$ cat src/rtl/bist_pkg.sv
// Shared types and helpers for the RAM march BIST.
// State set, pass indices and the test pattern.
package bist_pkg;

  typedef enum logic [2:0] {
    IDLE,
    WR0,
    RD1,
    WR2,
    RD3,
    DONE
  } state_e;

  // Pass reported alongside the first miscompare.
  localparam logic PASS_RD1 = 1'b0;
  localparam logic PASS_RD3 = 1'b1;

  // Seed XOR address, optionally inverted.
  // Callers truncate to their data width.
  function automatic logic [31:0] pat(
    input logic [31:0] seed,
    input logic [31:0] a,
    input logic        inv
  );
    logic [31:0] p;
    p = seed ^ a;
    return inv ? ~p : p;
  endfunction

endpackage

$ cat src/rtl/ram_bist_cmp.sv
// Read-data checker for the march BIST.
// Sticky fail, first-fail capture, saturating count.
module ram_bist_cmp #(
  parameter int AW = 7,
  parameter int DW = 16,
  parameter int CW = 8
) (
  input  logic          clk,
  input  logic          rst,
  input  logic          clr_i,
  input  logic          smp_i,
  input  logic          pass_i,
  input  logic [AW-1:0] addr_i,
  input  logic [DW-1:0] exp_i,
  input  logic [DW-1:0] act_i,
  output logic          fail_o,
  output logic [AW-1:0] fail_addr_o,
  output logic          fail_pass_o,
  output logic [CW-1:0] err_count_o
);

  logic          fail_q;
  logic [AW-1:0] faddr_q;
  logic          fpass_q;
  logic [CW-1:0] err_q;

  // Only the first miscompare of a test is captured.
  always_ff @(posedge clk) begin
    if (rst || clr_i) begin
      fail_q  <= 1'b0;
      faddr_q <= '0;
      fpass_q <= 1'b0;
      err_q   <= '0;
    end else if (smp_i && (act_i != exp_i)) begin
      if (err_q != '1) begin
        err_q <= err_q + CW'(1);
      end
      if (!fail_q) begin
        fail_q  <= 1'b1;
        faddr_q <= addr_i;
        fpass_q <= pass_i;
      end
    end
  end

  assign fail_o      = fail_q;
  assign fail_addr_o = faddr_q;
  assign fail_pass_o = fpass_q;
  assign err_count_o = err_q;

endmodule

$ cat src/rtl/ram_bist_ctrl.sv
// March BIST initiator for the 16-bit word RAMs.
// Write P, read P, write ~P, read ~P.
import bist_pkg::*;

module ram_bist_ctrl #(
  parameter int          AW       = 7,
  parameter int          DW       = 16,
  parameter int          READ_LAT = 1,
  parameter logic [15:0] SEED     = 16'hA5A5,
  parameter int          CW       = 8
) (
  input  logic          clk,
  input  logic          rst,
  input  logic          start,
  output logic          busy,
  output logic          done,
  output logic          fail,
  output logic [AW-1:0] fail_addr,
  output logic          fail_pass,
  output logic [CW-1:0] err_count,
  output logic          ram_r,
  output logic          ram_w,
  output logic [AW-1:0] ram_addr,
  output logic [DW-1:0] ram_d,
  input  logic [DW-1:0] ram_o
);

  localparam logic [AW-1:0] AMAX = '1;
  localparam logic [2:0]    LMAX = 3'(READ_LAT);

  state_e        st_q;
  logic [AW-1:0] addr_q;
  logic [2:0]    lat_q;
  logic          busy_q;
  logic          done_q;
  logic          r_q;
  logic          w_q;
  logic [DW-1:0] d_q;

  logic [AW-1:0] addr_inc;
  logic          last;
  logic          in_rd;
  logic          smp;
  logic          clr;
  logic          pidx;
  logic [DW-1:0] exp_dat;
  logic [DW-1:0] nxt_dat;

  assign addr_inc = addr_q + AW'(1);
  assign last     = (addr_q == AMAX);
  assign in_rd    = (st_q == RD1) || (st_q == RD3);
  assign smp      = in_rd && (lat_q == LMAX);
  assign clr      = start &&
                    ((st_q == IDLE) || (st_q == DONE));
  assign pidx     = (st_q == RD3) ? PASS_RD3 : PASS_RD1;

  assign exp_dat = DW'(pat(32'(SEED), 32'(addr_q),
                           st_q == RD3));
  assign nxt_dat = DW'(pat(32'(SEED), 32'(addr_inc),
                           st_q == WR2));

  // Sequencer; RAM strobes are set for the coming cycle.
  always_ff @(posedge clk) begin
    if (rst) begin
      st_q   <= IDLE;
      addr_q <= '0;
      lat_q  <= '0;
      busy_q <= 1'b0;
      done_q <= 1'b0;
      r_q    <= 1'b0;
      w_q    <= 1'b0;
      d_q    <= '0;
    end else begin
      unique case (st_q)
        IDLE, DONE: begin
          if (start) begin
            st_q   <= WR0;
            addr_q <= '0;
            lat_q  <= '0;
            busy_q <= 1'b1;
            done_q <= 1'b0;
            w_q    <= 1'b1;
            r_q    <= 1'b0;
            d_q    <= DW'(pat(32'(SEED), 32'd0, 1'b0));
          end
        end
        WR0, WR2: begin
          if (last) begin
            st_q   <= (st_q == WR0) ? RD1 : RD3;
            addr_q <= '0;
            lat_q  <= '0;
            w_q    <= 1'b0;
            r_q    <= 1'b1;
            d_q    <= '0;
          end else begin
            addr_q <= addr_inc;
            d_q    <= nxt_dat;
          end
        end
        RD1, RD3: begin
          if (lat_q != LMAX) begin
            lat_q <= lat_q + 3'd1;
          end else if (!last) begin
            addr_q <= addr_inc;
            lat_q  <= '0;
          end else if (st_q == RD1) begin
            st_q   <= WR2;
            addr_q <= '0;
            lat_q  <= '0;
            r_q    <= 1'b0;
            w_q    <= 1'b1;
            d_q    <= DW'(pat(32'(SEED), 32'd0, 1'b1));
          end else begin
            st_q   <= DONE;
            addr_q <= '0;
            lat_q  <= '0;
            r_q    <= 1'b0;
            busy_q <= 1'b0;
            done_q <= 1'b1;
          end
        end
        default: st_q <= IDLE;
      endcase
    end
  end

  ram_bist_cmp #(
    .AW(AW),
    .DW(DW),
    .CW(CW)
  ) u_cmp (
    .clk        (clk),
    .rst        (rst),
    .clr_i      (clr),
    .smp_i      (smp),
    .pass_i     (pidx),
    .addr_i     (addr_q),
    .exp_i      (exp_dat),
    .act_i      (ram_o),
    .fail_o     (fail),
    .fail_addr_o(fail_addr),
    .fail_pass_o(fail_pass),
    .err_count_o(err_count)
  );

  assign busy     = busy_q;
  assign done     = done_q;
  assign ram_r    = r_q;
  assign ram_w    = w_q;
  assign ram_addr = addr_q;
  assign ram_d    = d_q;

endmodule

$ cat config.mk
export PLATFORM = sky130hd
export DESIGN_NAME = ram_bist_ctrl
export DESIGN_NICKNAME = d
export VERILOG_FILES = /design/src/rtl/bist_pkg.sv /design/src/rtl/ram_bist_cmp.sv /design/src/rtl/ram_bist_ctrl.sv
export SDC_FILE = /design/constraint.sdc
export NUM_CORES = 1
export LEC_CHECK = 0
export BUFFER_PORTS_ARGS = -buffer_cell sky130_fd_sc_hd__buf_2
export CAP_MARGIN = 40
export CORE_MARGIN = 3
export CORE_UTILIZATION = 45
export DETAILED_ROUTE_END_ITERATION = 6
export MAX_ROUTING_LAYER = met4
export PLACE_DENSITY = 0.69
export SYNTH_ARGS = -nofsm -noshare
export SYNTH_HDL_FRONTEND = slang
export SYNTH_HIERARCHICAL = 1
export SYNTH_SLANG_ARGS = --single-unit
$ cat constraint.sdc
create_clock -name clk -period 6.7 [get_ports clk]
set_input_delay 1.34 -clock clk [delete_from_list [all_inputs] [get_ports clk]]
set_output_delay 1.34 -clock clk [all_outputs]
set_load 0.05 [all_outputs]
After elaboration in Yosys (flattened, before gate mapping):

Index checks and enable logic that the tools add are counted.

* register bits after elaboration: 50

* equal/unequal tests: 16
* bitwise logic cells: 5
* reductions and logical operators: 21
* add/subtract/negate cells: 3
* mux-type cells: 42

Operators with widths (number)
* $mux W16: 7
* $pmux W16 S3: 1
* $not A16 Y16: 2
* $mux W3: 9
* $mux W7: 3
* $pmux W7 S3: 1
* $pmux W3 S3: 2
* $ne A16 B16 Y1: 1
* $not A3 Y8: 2
* $mux W1: 15
* $reduce_and A5 Y1: 3
* $ne A2 B2 Y1 const B: 6
* $add A8 B1 Y8 const B: 1
* $ne A8 B8 Y1 const B: 1
* $add A7 B1 Y7 const B: 1
* $eq A7 B7 Y1 const B: 1
* $eq A3 B1 Y1 const B: 2
* $eq A3 B2 Y1 const B: 2
* $eq A3 B3 Y1 const B: 2
* $pmux W1 S3: 2
* $reduce_and A3 Y1: 2
* $reduce_and A6 Y1: 1
* $reduce_or A2 Y1: 3
* $pmux W1 S2: 2
* other kinds (10): 15

Logic depth before layout (Yosys ltp):

* word-level depth: 6
* gate-level depth with buffers: 11
* mapped depth without buffers: 8

Modules after synthesis:

Netlist, hierarchy kept.

By module, submodules not included
* ram_bist_ctrl: cells each 203, area an instance 1590.3 µm², instances 1
* ram_bist_cmp: cells each 112, area an instance 973.4 µm², instances 1

Worst setup path before layout:

OpenSTA, ideal clock, no wires.

* path kind: register -> register
* from: reg st_q[1]
* to: reg u_cmp.faddr_q[1] (netlist: u_cmp/fail_addr_o[1])
* arrival: 2676 ps
* required time: 6568 ps
* clock period less this slack: 2808 ps
* buffers on the path: 4
* cell stages (with the launch flop): 12
* path slack: 3892 ps
* cell sequence: dfxtp_1 > clkbuf_1 > or3b_1 > buf_2 > clkbuf_1 > inv_1 > xnor2_1 > nand4_1 > o41a_1 > buf_2 > nand3b_1 > a21oi_1

* word-level cells in the longest chain between the ends: 5
* elaborated cells on any way between the ends: 13

Ends and longest elaborated chain
* start: declaration: line ram_bist_ctrl.sv:31 `state_e st_q;`
* start signal: assignment: line ram_bist_ctrl.sv:89 `st_q <= (st_q == WR0) ? RD1 : RD3;`
* $eq A3 B3 Y1: line ram_bist_ctrl.sv:58 `st_q == RD3));`
* $mux W16: line bist_pkg.sv:27 `return inv ? ~p : p;`
* net exp_dat[10]: line ram_bist_ctrl.sv:46 `logic [DW-1:0] exp_dat;`
* $ne A16 B16 Y1: line ram_bist_cmp.sv:34 `end else if (smp_i && (act_i != exp_i)) begin`
* $logic_and A1 B1 Y1: line ram_bist_cmp.sv:34
* $reduce_and A2 Y1 (no line)
* end signal: assignment: line ram_bist_cmp.sv:40 `faddr_q <= addr_i;`
* end: declaration: line ram_bist_cmp.sv:23 `logic [AW-1:0] faddr_q;`

The timed path passes the listed nets, and every way through them passes these cells.
A chain may end at the register's enable or synchronous reset.

Worst setup path after layout:

* from: reg st_q[1]
* to: reg u_cmp.err_q[2] (netlist: u_cmp/err_count_o[2])

* word-level cells in the longest chain between the ends: 5
* elaborated cells on any way between the ends: 13

Ends and longest elaborated chain
* $eq A3 B3 Y1: line ram_bist_ctrl.sv:58
* $mux W16: line bist_pkg.sv:27
* net exp_dat[11]: line ram_bist_ctrl.sv:46
* $ne A16 B16 Y1: line ram_bist_cmp.sv:34
* $logic_and A1 B1 Y1: line ram_bist_cmp.sv:34
* $reduce_and A2 Y1 (no line)
* end signal: assignment: line ram_bist_cmp.sv:36 `err_q <= err_q + CW'(1);`
* end: declaration: line ram_bist_cmp.sv:25 `logic [CW-1:0] err_q;`

The timed path passes the listed nets, and every way through them passes these cells.

==> run summary <==
Timing
- pin slew with the least headroom to its limit: 0.9201 ns
- Max-slew headroom: 38.57%
- worst clock skew on the final layout: 0.007383 ns
- final setup TNS: 0 ns
- Final Cycle Share: 53.44%
- Setup WS post-layout: 3.119 ns
- RSZ-0062 raised after global routing: false
- final setup vio count: 0
- Hold Vio Cnt, Final: 0
- achievable clock frequency: 0.2793 GHz
- final number of max-transition violations: 0
- minimum clock period after layout: 3.581 ns

Run status
- status: complete, no violations

Floorplanning
- Die ar.: 0.006639 mm2
- floorplan die width: 81.48 um
- starting density of the core: 48.35%
- IO Count: 63
- FP Rows: 26
- die height: 81.48 um
- standard cell core area: 0.005303 mm2

GRT
- maximum number of pins on one net before global-route repair: 27
- wire length of the first global-routing pass: 10.56 mm
- number of antenna violations at the first check in global routing: 0
- global-route usage over all layers: 20.92%
- GR Overflow Total: 0
- number of global-route vias before repair: 2224

Worst setup path
- Worst setup SP type: flip-flop
- endpoint class of the critical path: flip-flop
- data required time at the worst endpoint: 6.93 ns
- critical setup path kind: reg -> reg
- Critical Path Fanout Max: 26
- critical-path cell list: or3b_1, inv_1, xnor2_1, nand4_1, o41a_1, a311oi_2, a41o_1
- stage delay of the slowest cell on the critical path: 0.93 ns
- crit path max-delay cell type: dfxtp_1
- WP data arrival: 3.81 ns

Job
- maxcap violations: 0

Clocking
- post-CTS repair timing setup buffer count: 0
- total of cells resized after clock tree synthesis: 0
- CTS tree: built
- number of sinks on the clock net: 43
- H-tree lvl count: 2
- clock latency on the worst-skew pair: 0.29 ns
- TritonCTS buffer count: 5
- clock root buffer: clkbuf_8
- count of hold-fix buffers inserted at cts: 0
- CTS clk-pin slew, worst paths: 0.08 ns
- Bufs on Longest Clock Path: 2

Logic synthesis
- part of the Yosys area used for sequential elements: 33.58%
- Post-Synthesis Cells: 315
- Post-Syn Area per Cell: 8.139 um2
- cell area after synthesis: 0.002564 mm2
- number of nets produced by synthesis: 336
- number of enable flip-flop cells after synthesis: 0
- Synth async-reset ratio: 0%
- count of warnings emitted by yosys: 6
- register bit total from synthesis: 43
- number of distinct library cells after synthesis: 55
- Post-synth top flop: dfxtp_1

Power
- PD cells: 186.0 mW/mm2
- leakage: 1.156 nW
- worst vdd rail ir drop: 0.09801 mV

Hold path
- path category of the worst min-delay check: reg -> reg

Placed design
- final weighted congestion of routability-driven global placement: 0.8565
- quantity of I/O buffers inserted on ports: 62
- worst-case setup slack after placement: 3.199 ns
- Post-DP HPWL: 4.690 mm

Final layout
- antenna cells: 0
- share of post-route cells with drive strength above 1: 22.47%
- number of nets at the end of the flow: 377
- synth-to-layout area growth: 13.86%
- register cell area after layout: 860.8 um2
- Fillers: 530
- Multi-input gate area: 0.001523 mm2

Drt
- total number of vias: 2437
- final routed DRC violation total: 0
- Vias per Instance: 5.721
- overall routed net length: 6.426 mm
- initial DRC count: 161
- Routed wire per std cell: 15.08 um
- First-pass DRT Iterations: 6
- ANT nets after route: 0

[kinds of logic after synthesis]
group	after synthesis	synth area share, %
buffers and inverters	37	7.028
flip-flops	43	33.58
XOR/XNOR	33	11.27
multiplexers	1	0.3904
AO/OA/AOI/OAI	88	23.13
AND/OR/NAND/NOR	110	23.23
adder cells (fa/ha/maj)	3	1.366
[cell type report]
class,count,area share (%)
Inverter,8,1.029
Sequential cell,43,29.49
Clock inverter,1,1.029
Multi-Input combinational cell,235,52.16
Timing Repair Buffer,63,10.80
Clock buffer,6,2.486
Tap cell,70,3.000
[synth_stat cells, drive strengths merged, types with 2 or more instances]
| library cell | count | area share (%) |
|---|---|---|
| a211oi | 6 | 1.8 |
| nor2b | 2 | 0.49 |
| a21oi | 28 | 5.5 |
| nand4 | 6 | 1.5 |
| o21ai | 21 | 4.2 |
| nand2b | 4 | 0.98 |
| o211ai | 2 | 0.59 |
| a21o | 2 | 0.59 |
| or3b | 2 | 0.68 |
| and3 | 7 | 2.1 |
| o31ai | 4 | 1.2 |
| clkbuf | 16 | 2.3 |
| or3 | 3 | 0.73 |
| buf | 13 | 3.5 |
| a31oi | 7 | 1.7 |
| nor3 | 8 | 1.6 |
| inv | 8 | 1.2 |
| nand3 | 11 | 2.1 |
| nor2 | 29 | 4.4 |
| nor4 | 4 | 0.98 |
| or4 | 3 | 0.88 |
| nand2 | 18 | 2.6 |
| xor2 | 7 | 2.4 |
| a41o | 2 | 0.78 |
| nand3b | 9 | 2.6 |
| xnor2 | 26 | 8.9 |
| ha | 2 | 0.98 |
| a311oi | 4 | 1.6 |
| dfxtp | 43 | 34 |
[path summary, 6_finish.rpt]
| path | cells past startpoint | from | to | slack, ns |
|---|---|---|---|---|
| hold reg to reg | 2 | busy$_SDFFE_PP0P_ | busy$_SDFFE_PP0P_ | 0.47 |
| setup reg to reg | 7 | st_q[1]$_SDFFE_PP0P_ | u_cmp/err_count_o[2]$_SDFFE_PP0P_ | 3.12 |
| hold / removal | 2 | busy$_SDFFE_PP0P_ | busy$_SDFFE_PP0P_ | 0.47 |
| setup / recovery | 7 | st_q[1]$_SDFFE_PP0P_ | u_cmp/err_count_o[2]$_SDFFE_PP0P_ | 3.12 |
[per-layer routing]
metal	vias to the layer above	GRT usage, %	share of wire [%]
met3	10	3.399	5.9
li1	1209	-	-
met5	-	-	0
met2	76	32.65	46
met4	0	6.757	1.6
met1	1142	27.66	46
[layout by cell type, fill, tap and decap left out, types with 3 or more instances in the layout]
cell       n
a211oi_1   6
a311oi_1   3
nand3b_1   9
clkbuf_8   5
dfxtp_1   43
xor2_1     7
nor2_1    27
inv_1      8
o31ai_1    4
o21ai_0   18
xnor2_1   26
buf_2     63
and3_1     5
nand3_1   11
a21oi_1   28
a31oi_1    7
nor3_1     8
or3_1      3
or4_1      3
nor4_1     4
nand2_1   18
nand2b_1   4
nand4_1    6
[metrics by stage]
step,std cells,instance area [um2],utilization (%),hold WS [ns],total power [mW]
6_report,426,2919,55.05,0.4738,0.5429
5_1_grt,426,2919,55.05,0.5004,0.5667
4_1_cts,426,2919,55.05,0.4823,0.5502
3_5_place_dp,419,2816,53.11,0.4693,0.3563
3_3_place_gp,418,2811,53.02,0.4572,0.3559
2_1_floorplan,315,2564,-,0.4996,0.3391
[worst max-delay path, delay by kind of cell (launching register included)]
family / cells / cell delay (ns)
buffers and inverters: 1 / 0.29
DFF: 1 / 0.93
and+or+nand+nor: 2 / 0.94
AOI/OAI and AO/OA: 3 / 1.12
xor gates and xnor gates: 1 / 0.23
[power breakdown]
group / internal, mW / leakage (nW) / switching (mW)
clock network: 0.109 / 0.0513 / 0.0834
registers: 0.261 / 0.349 / 0.00590
logic: 0.0238 / 0.755 / 0.0593
total: 0.394 / 1.16 / 0.149
[state kept, by name, summed over array words and instances (netlist names)]
name	cells
busy	1
done	1
lat_q	3
ram_addr	7
ram_d	9
ram_r	1
ram_w	1
st_q	3
u_cmp/err_count_o	8
u_cmp/fail_addr_o	7
u_cmp/fail_o	1
u_cmp/fail_pass_o	1
Note: power is estimated with default switching activity, not from simulation.
